==> src/rtl/regfile_mp.sv <==
// Multi-port register file with registered reads, optional write-to-read bypass
// and a per-register busy scoreboard (reserve at issue, clear at writeback).
module regfile_mp #(
   parameter int DEPTH    = 32,
   parameter int DW       = 32,
   parameter int NUM_RD   = 2,
   parameter int NUM_WR   = 1,
   parameter int BYPASS   = 1,
   parameter int ZERO_REG = 1,
   localparam int AW      = $clog2(DEPTH)
) (
   input  logic                 clk,
   input  logic                 rst_n,
   input  logic [NUM_RD-1:0]    rd_en,
   input  logic [NUM_RD*AW-1:0] rs_s,
   output logic [NUM_RD*DW-1:0] rs_v,
   output logic [NUM_RD-1:0]    rs_busy,
   input  logic [NUM_WR-1:0]    we,
   input  logic [NUM_WR*AW-1:0] rd_s,
   input  logic [NUM_WR*DW-1:0] rd_v,
   input  logic                 rsv_en,
   input  logic [AW-1:0]        rsv_s
);

   logic [DW-1:0]     mem [DEPTH];
   logic [DEPTH-1:0]  busy;

   logic [NUM_WR-1:0] wr_ok;
   logic [AW-1:0]     wa [NUM_WR];
   logic [DW-1:0]     wd [NUM_WR];
   logic              rsv_ok;

   // Writes and reserves aimed at a hardwired zero register are dropped here,
   // so neither the array, the scoreboard nor the bypass path ever sees them.
   for (genvar j = 0; j < NUM_WR; j++) begin : g_wr
      assign wa[j]    = rd_s[j*AW +: AW];
      assign wd[j]    = rd_v[j*DW +: DW];
      assign wr_ok[j] = we[j] && !((ZERO_REG != 0) && (wa[j] == '0));
   end

   assign rsv_ok = rsv_en && !((ZERO_REG != 0) && (rsv_s == '0));

   // Ascending port order makes the highest write port win; the reserve comes
   // last so a same-cycle set beats the writeback clear.
   always_ff @(posedge clk or negedge rst_n) begin
      if (!rst_n) begin
         for (int k = 0; k < DEPTH; k++) mem[k] <= '0;
         busy <= '0;
      end else begin
         for (int j = 0; j < NUM_WR; j++) begin
            if (wr_ok[j]) begin
               mem[wa[j]]  <= wd[j];
               busy[wa[j]] <= 1'b0;
            end
         end
         if (rsv_ok) busy[rsv_s] <= 1'b1;
      end
   end

   for (genvar i = 0; i < NUM_RD; i++) begin : g_rd
      logic [AW-1:0] ra;
      logic [DW-1:0] v_nxt, v_q;
      logic          b_nxt, b_q;

      assign ra = rs_s[i*AW +: AW];

      // With bypass the port samples the next-state value of the entry.
      always_comb begin
         v_nxt = mem[ra];
         b_nxt = busy[ra];
         if (BYPASS != 0) begin
            for (int j = 0; j < NUM_WR; j++) begin
               if (wr_ok[j] && (wa[j] == ra)) begin
                  v_nxt = wd[j];
                  b_nxt = 1'b0;
               end
            end
            if (rsv_ok && (rsv_s == ra)) b_nxt = 1'b1;
         end
         if ((ZERO_REG != 0) && (ra == '0)) begin
            v_nxt = '0;
            b_nxt = 1'b0;
         end
      end

      always_ff @(posedge clk or negedge rst_n) begin
         if (!rst_n) begin
            v_q <= '0;
            b_q <= 1'b0;
         end else if (rd_en[i]) begin
            v_q <= v_nxt;
            b_q <= b_nxt;
         end
      end

      assign rs_v[i*DW +: DW] = v_q;
      assign rs_busy[i]       = b_q;
   end

endmodule

==> config.mk <==
export PLATFORM = sky130hd
export DESIGN_NAME = regfile_mp
export DESIGN_NICKNAME = d
export VERILOG_FILES = /design/src/rtl/regfile_mp.sv
export SDC_FILE = /design/constraint.sdc
export NUM_CORES = 2
export LEC_CHECK = 0
export ABC_AREA = 0
export CAP_MARGIN = 20
export CORE_MARGIN = 2
export CORE_UTILIZATION = 45
export CTS_CLUSTER_SIZE = 30
export DETAILED_ROUTE_END_ITERATION = 7
export GPL_ROUTABILITY_DRIVEN = 0
export GPL_TIMING_DRIVEN = 1
export MAX_ROUTING_LAYER = met4
export PLACE_DENSITY_LB_ADDON = 0.15
export SETUP_SLACK_MARGIN = 0.1
export SYNTH_ARGS = -nofsm -noshare
export SYNTH_HDL_FRONTEND = slang
export SYNTH_SLANG_ARGS = --single-unit
==> constraint.sdc <==
create_clock -name clk -period 2.6 [get_ports clk]
set_input_delay 0.26 -clock clk [delete_from_list [all_inputs] [get_ports clk]]
set_output_delay 0.26 -clock clk [all_outputs]
set_load 0.01 [all_outputs]
==> flow_summary_export.csv <==
group,metric,value,unit
detailed_routing,wl_per_cell,32.67,um
timing,grt_setup_unrepaired,"false",
cells_and_area,regArea,28080,um^2
cells_and_area,fillers,10630,
setup_path,critical-path-max-stage-delay,610,ps
clock_network,post_cts.repair.setup_buffers,0,
power_and_ir_drop,ir_worst_vdd,0.6309,mV
logic_synthesis,netlist_instances,3745,
clock_network,clk_path_buf_depth,3,
run_status,status,"finished clean",
setup_path,crit_family,"buffers and inverters",
logic_synthesis,seq_area_frac_synth,48.13,%
place,io_buffer_count,123,
clock_network,insertion_delay,780,ps
detailed_routing,via_count,37010,
setup_path,path_max_fanout,2,
cells_and_area,final_nets,3975,
die,core-area,129200,um^2
setup_path,r2r_cells,4,
timing,fmax,0.4570,GHz
setup_path,worstPathArrival,1930,ps
global_routing,grt_pass1_vias,38320,
power_and_ir_drop,p_sw,0.01434,W
place,place_inst,5524,
setup_path,cp.required,2340,ps
timing,setup_viol_count_final,0,
cells_and_area,syn_to_final_growth,18.28,%
setup_path,cp_num_buf_inv,1,
logic_synthesis,ys_top_cells_by_area,"dfrtp_1, mux4_2, mux2_2",
detailed_routing,drc,0,
job,cap_viol_max_count,0,
global_routing,grt_use_total,30.05,%
power_and_ir_drop,pwr-share-seq,44.7,%
die,die_w,364.0,um
logic_synthesis,ys_top_cells_by_count,"dfrtp_1, mux2_2, mux4_2",
clock_network,cts_tree,"yes",
clock_network,ctsRootBufferMaster,"clkbuf_16",
power_and_ir_drop,combinationalPowerShare,20.1,%
setup_path,crit_type,"reg -> out",
logic_synthesis,postSynthAreaPerCell,15.58,um^2
logic_synthesis,synth_top_area_share,48.13,%
logic_synthesis,synth_ff_type,"dfrtp_1",
logic_synthesis,yosysMostFrequentCell,"dfrtp_1",
die,initial_core_util,45.16,%
detailed_routing,via_per_inst,6.419,
timing,relSlewSlack,32.01,%
clock_network,clkSlewWorstSetupHoldPaths,60,ps
logic_synthesis,async_flop_share,100.0,%
logic_synthesis,synth_seq_cells,1122,
setup_path,rrSetupSlack,520,ps
clock_network,cts.sinks,1122,
setup_path,critPathSlowestCell,"clkdlybuf4s50_1",
logic_synthesis,synth_edf_count,0,
timing,fin_worst_skew,26.94,ps
timing,slew_viol_final,0,
setup_path,path_cells,"clkdlybuf4s50_1",
clock_network,cts_inserted_buffers,130,
detailed_routing,first_pass_iters,7,
logic_synthesis,yosysWarnings,0,
logic_synthesis,synth_area,58330,um^2
die,die_y,364.0,um
cells_and_area,drive_above_1_share,46.41,%
clock_network,htree_levels,4,
detailed_routing,wl,188300,um
cells_and_area,layout.cells.non_filler,5765,
logic_synthesis,synthesis.nets,3803,
global_routing,grt_overflow,0,
timing,fin_crit_sh,84.15,%
min_path,min_path_type,"in -> async",
logic_synthesis,synth.largest_area_cell,"dfrtp_1",
timing,hold_viol_final,0,
timing,setup_tns,0,ps
power_and_ir_drop,p_per_area,763.8,nW/um^2
timing,fin_crit,2188,ps
power_and_ir_drop,swShare,27.21,%
detailed_routing,drt_iter0_markers,3425,
setup_path,startpoint,"g_rd[1].b_q",
die,rows,132,
setup_path,r2r-start,"mem[818]",
die,dieArea,132500,um^2
global_routing,antenna_found_initial,2,
cells_and_area,multi_input_area,28520,um^2
global_routing,grt_pass1_wl,279200,um
setup_path,critPathCaptureType,"primary output",
power_and_ir_drop,intPower,0.03836,W
power_and_ir_drop,p_leak,29.68,nW
logic_synthesis,ys_types,59,
detailed_routing,ant_nets,0,
power_and_ir_drop,clockPowerShare,35.2,%
setup_path,startpoint_type,"flip-flop",
die,ios,124,
setup_path,r2r_end,"g_rd[1].v_q[18]",
timing,worst_pin_slew,1017,ps
place,hpwl,123000,um
global_routing,grt_max_degree,128,
[per-stage QoR]
step           hold slack (ps)  setup slack [ps]  instance area (um^2)  utilization, %  power, W
2_1_floorplan           -35.59             188.7                 58330               -   0.03024
3_3_place_gp             240.7            -175.7                 64640           50.05   0.03414
3_5_place_dp             234.9            -179.7                 64640           50.05   0.03440
4_1_cts                  9.534             361.3                 68990           53.42   0.05308
5_1_grt                  59.38             378.6                 68990           53.42   0.05496
6_report                 73.52             412.0                 68990           53.42   0.05270
[routing by layer]
metal | routed length, um | track usage (%)
met1 | 81160 | 41.84
met2 | 89280 | 45.93
met3 | 12740 | 5.138
met4 | 5136 | 8.094
met5 | 0 | -
[final cells by class]
class / instances / area share, %
clock buffer: 192 / 5.537
sequential: 1122 / 40.69
multi-input combinational: 2143 / 41.34
tap: 1742 / 3.159
timing repair buffer: 473 / 8.284
inverter: 47 / 0.2557
clock inverter: 44 / 0.7199
antenna: 2 / 0.007254
[timing repair]
| action | in CTS | in global routing |
|---|---|---|
| endpoints found under the setup margin | 0 | 0 |
| hold buffers | 3 | 0 |
| gates resized for setup | 0 | 0 |
| endpoints found under the hold margin | 710 | 0 |
[power groups by stage]
stage / clock network (W) / registers, W / logic (W)
6_report: 0.0186 / 0.0235 / 0.0106
5_1_grt: 0.0197 / 0.0240 / 0.0113
4_1_cts: 0.0189 / 0.0235 / 0.0107
3_5_place_dp: 0 / 0.0238 / 0.0106
3_3_place_gp: 0 / 0.0237 / 0.0104
2_1_floorplan: 0 / 0.0228 / 0.00748
[placed cells by master (no fill, tap or decap), types with 14 or more instances in the layout]
cell type and instances:
nor2b_1 73, nand2_1 40, buf_12 147, clkbuf_1 32, clkdlybuf4s50_1 113, a21oi_1 35, clkbuf_16 133, o21ai_1 33
inv_1 46, mux4_2 581, a22oi_1 136, a222oi_1 31, nor2_4 17, xnor2_1 14, mux2i_1 25, clkinv_2 21
dfrtp_1 1122, a2111o_1 32, mux2_2 677, mux2_1 315, buf_4 204, clkbuf_8 27
[kinds of logic (layout without fill, tap and decap cells)]
kind of cell / Yosys count / after routing / share of synthesized area [%]
AOI/OAI and AO/OA: 320 / 320 / 4.172
xor gates and xnor gates: 20 / 20 / 0.3003
buffers and inverters: 480 / 756 / 3.511
DFF: 1122 / 1122 / 48.13
muxes: 1598 / 1598 / 42.01
other: 0 / 2 / 0
and+or+nand+nor: 205 / 205 / 1.868
[worst max-delay path by stage]
stage	end	slack (ps)	cells after the start
6_report	rs_busy[1]	410	1
4_1_cts	rs_busy[1]	360	1
5_1_grt	rs_busy[1]	380	1
3_3_place_gp	mem[392]	-180	7
3_5_place_dp	mem[391]	-180	7
2_1_floorplan	g_rd[0].v_q[10]	190	8
[sequential cells by signal, indices dropped and copies added (netlist names)]
register,count
mem,1024
g_rd.v_q,64
busy,32
g_rd.b_q,2
Power figures use the tool's default switching activity.
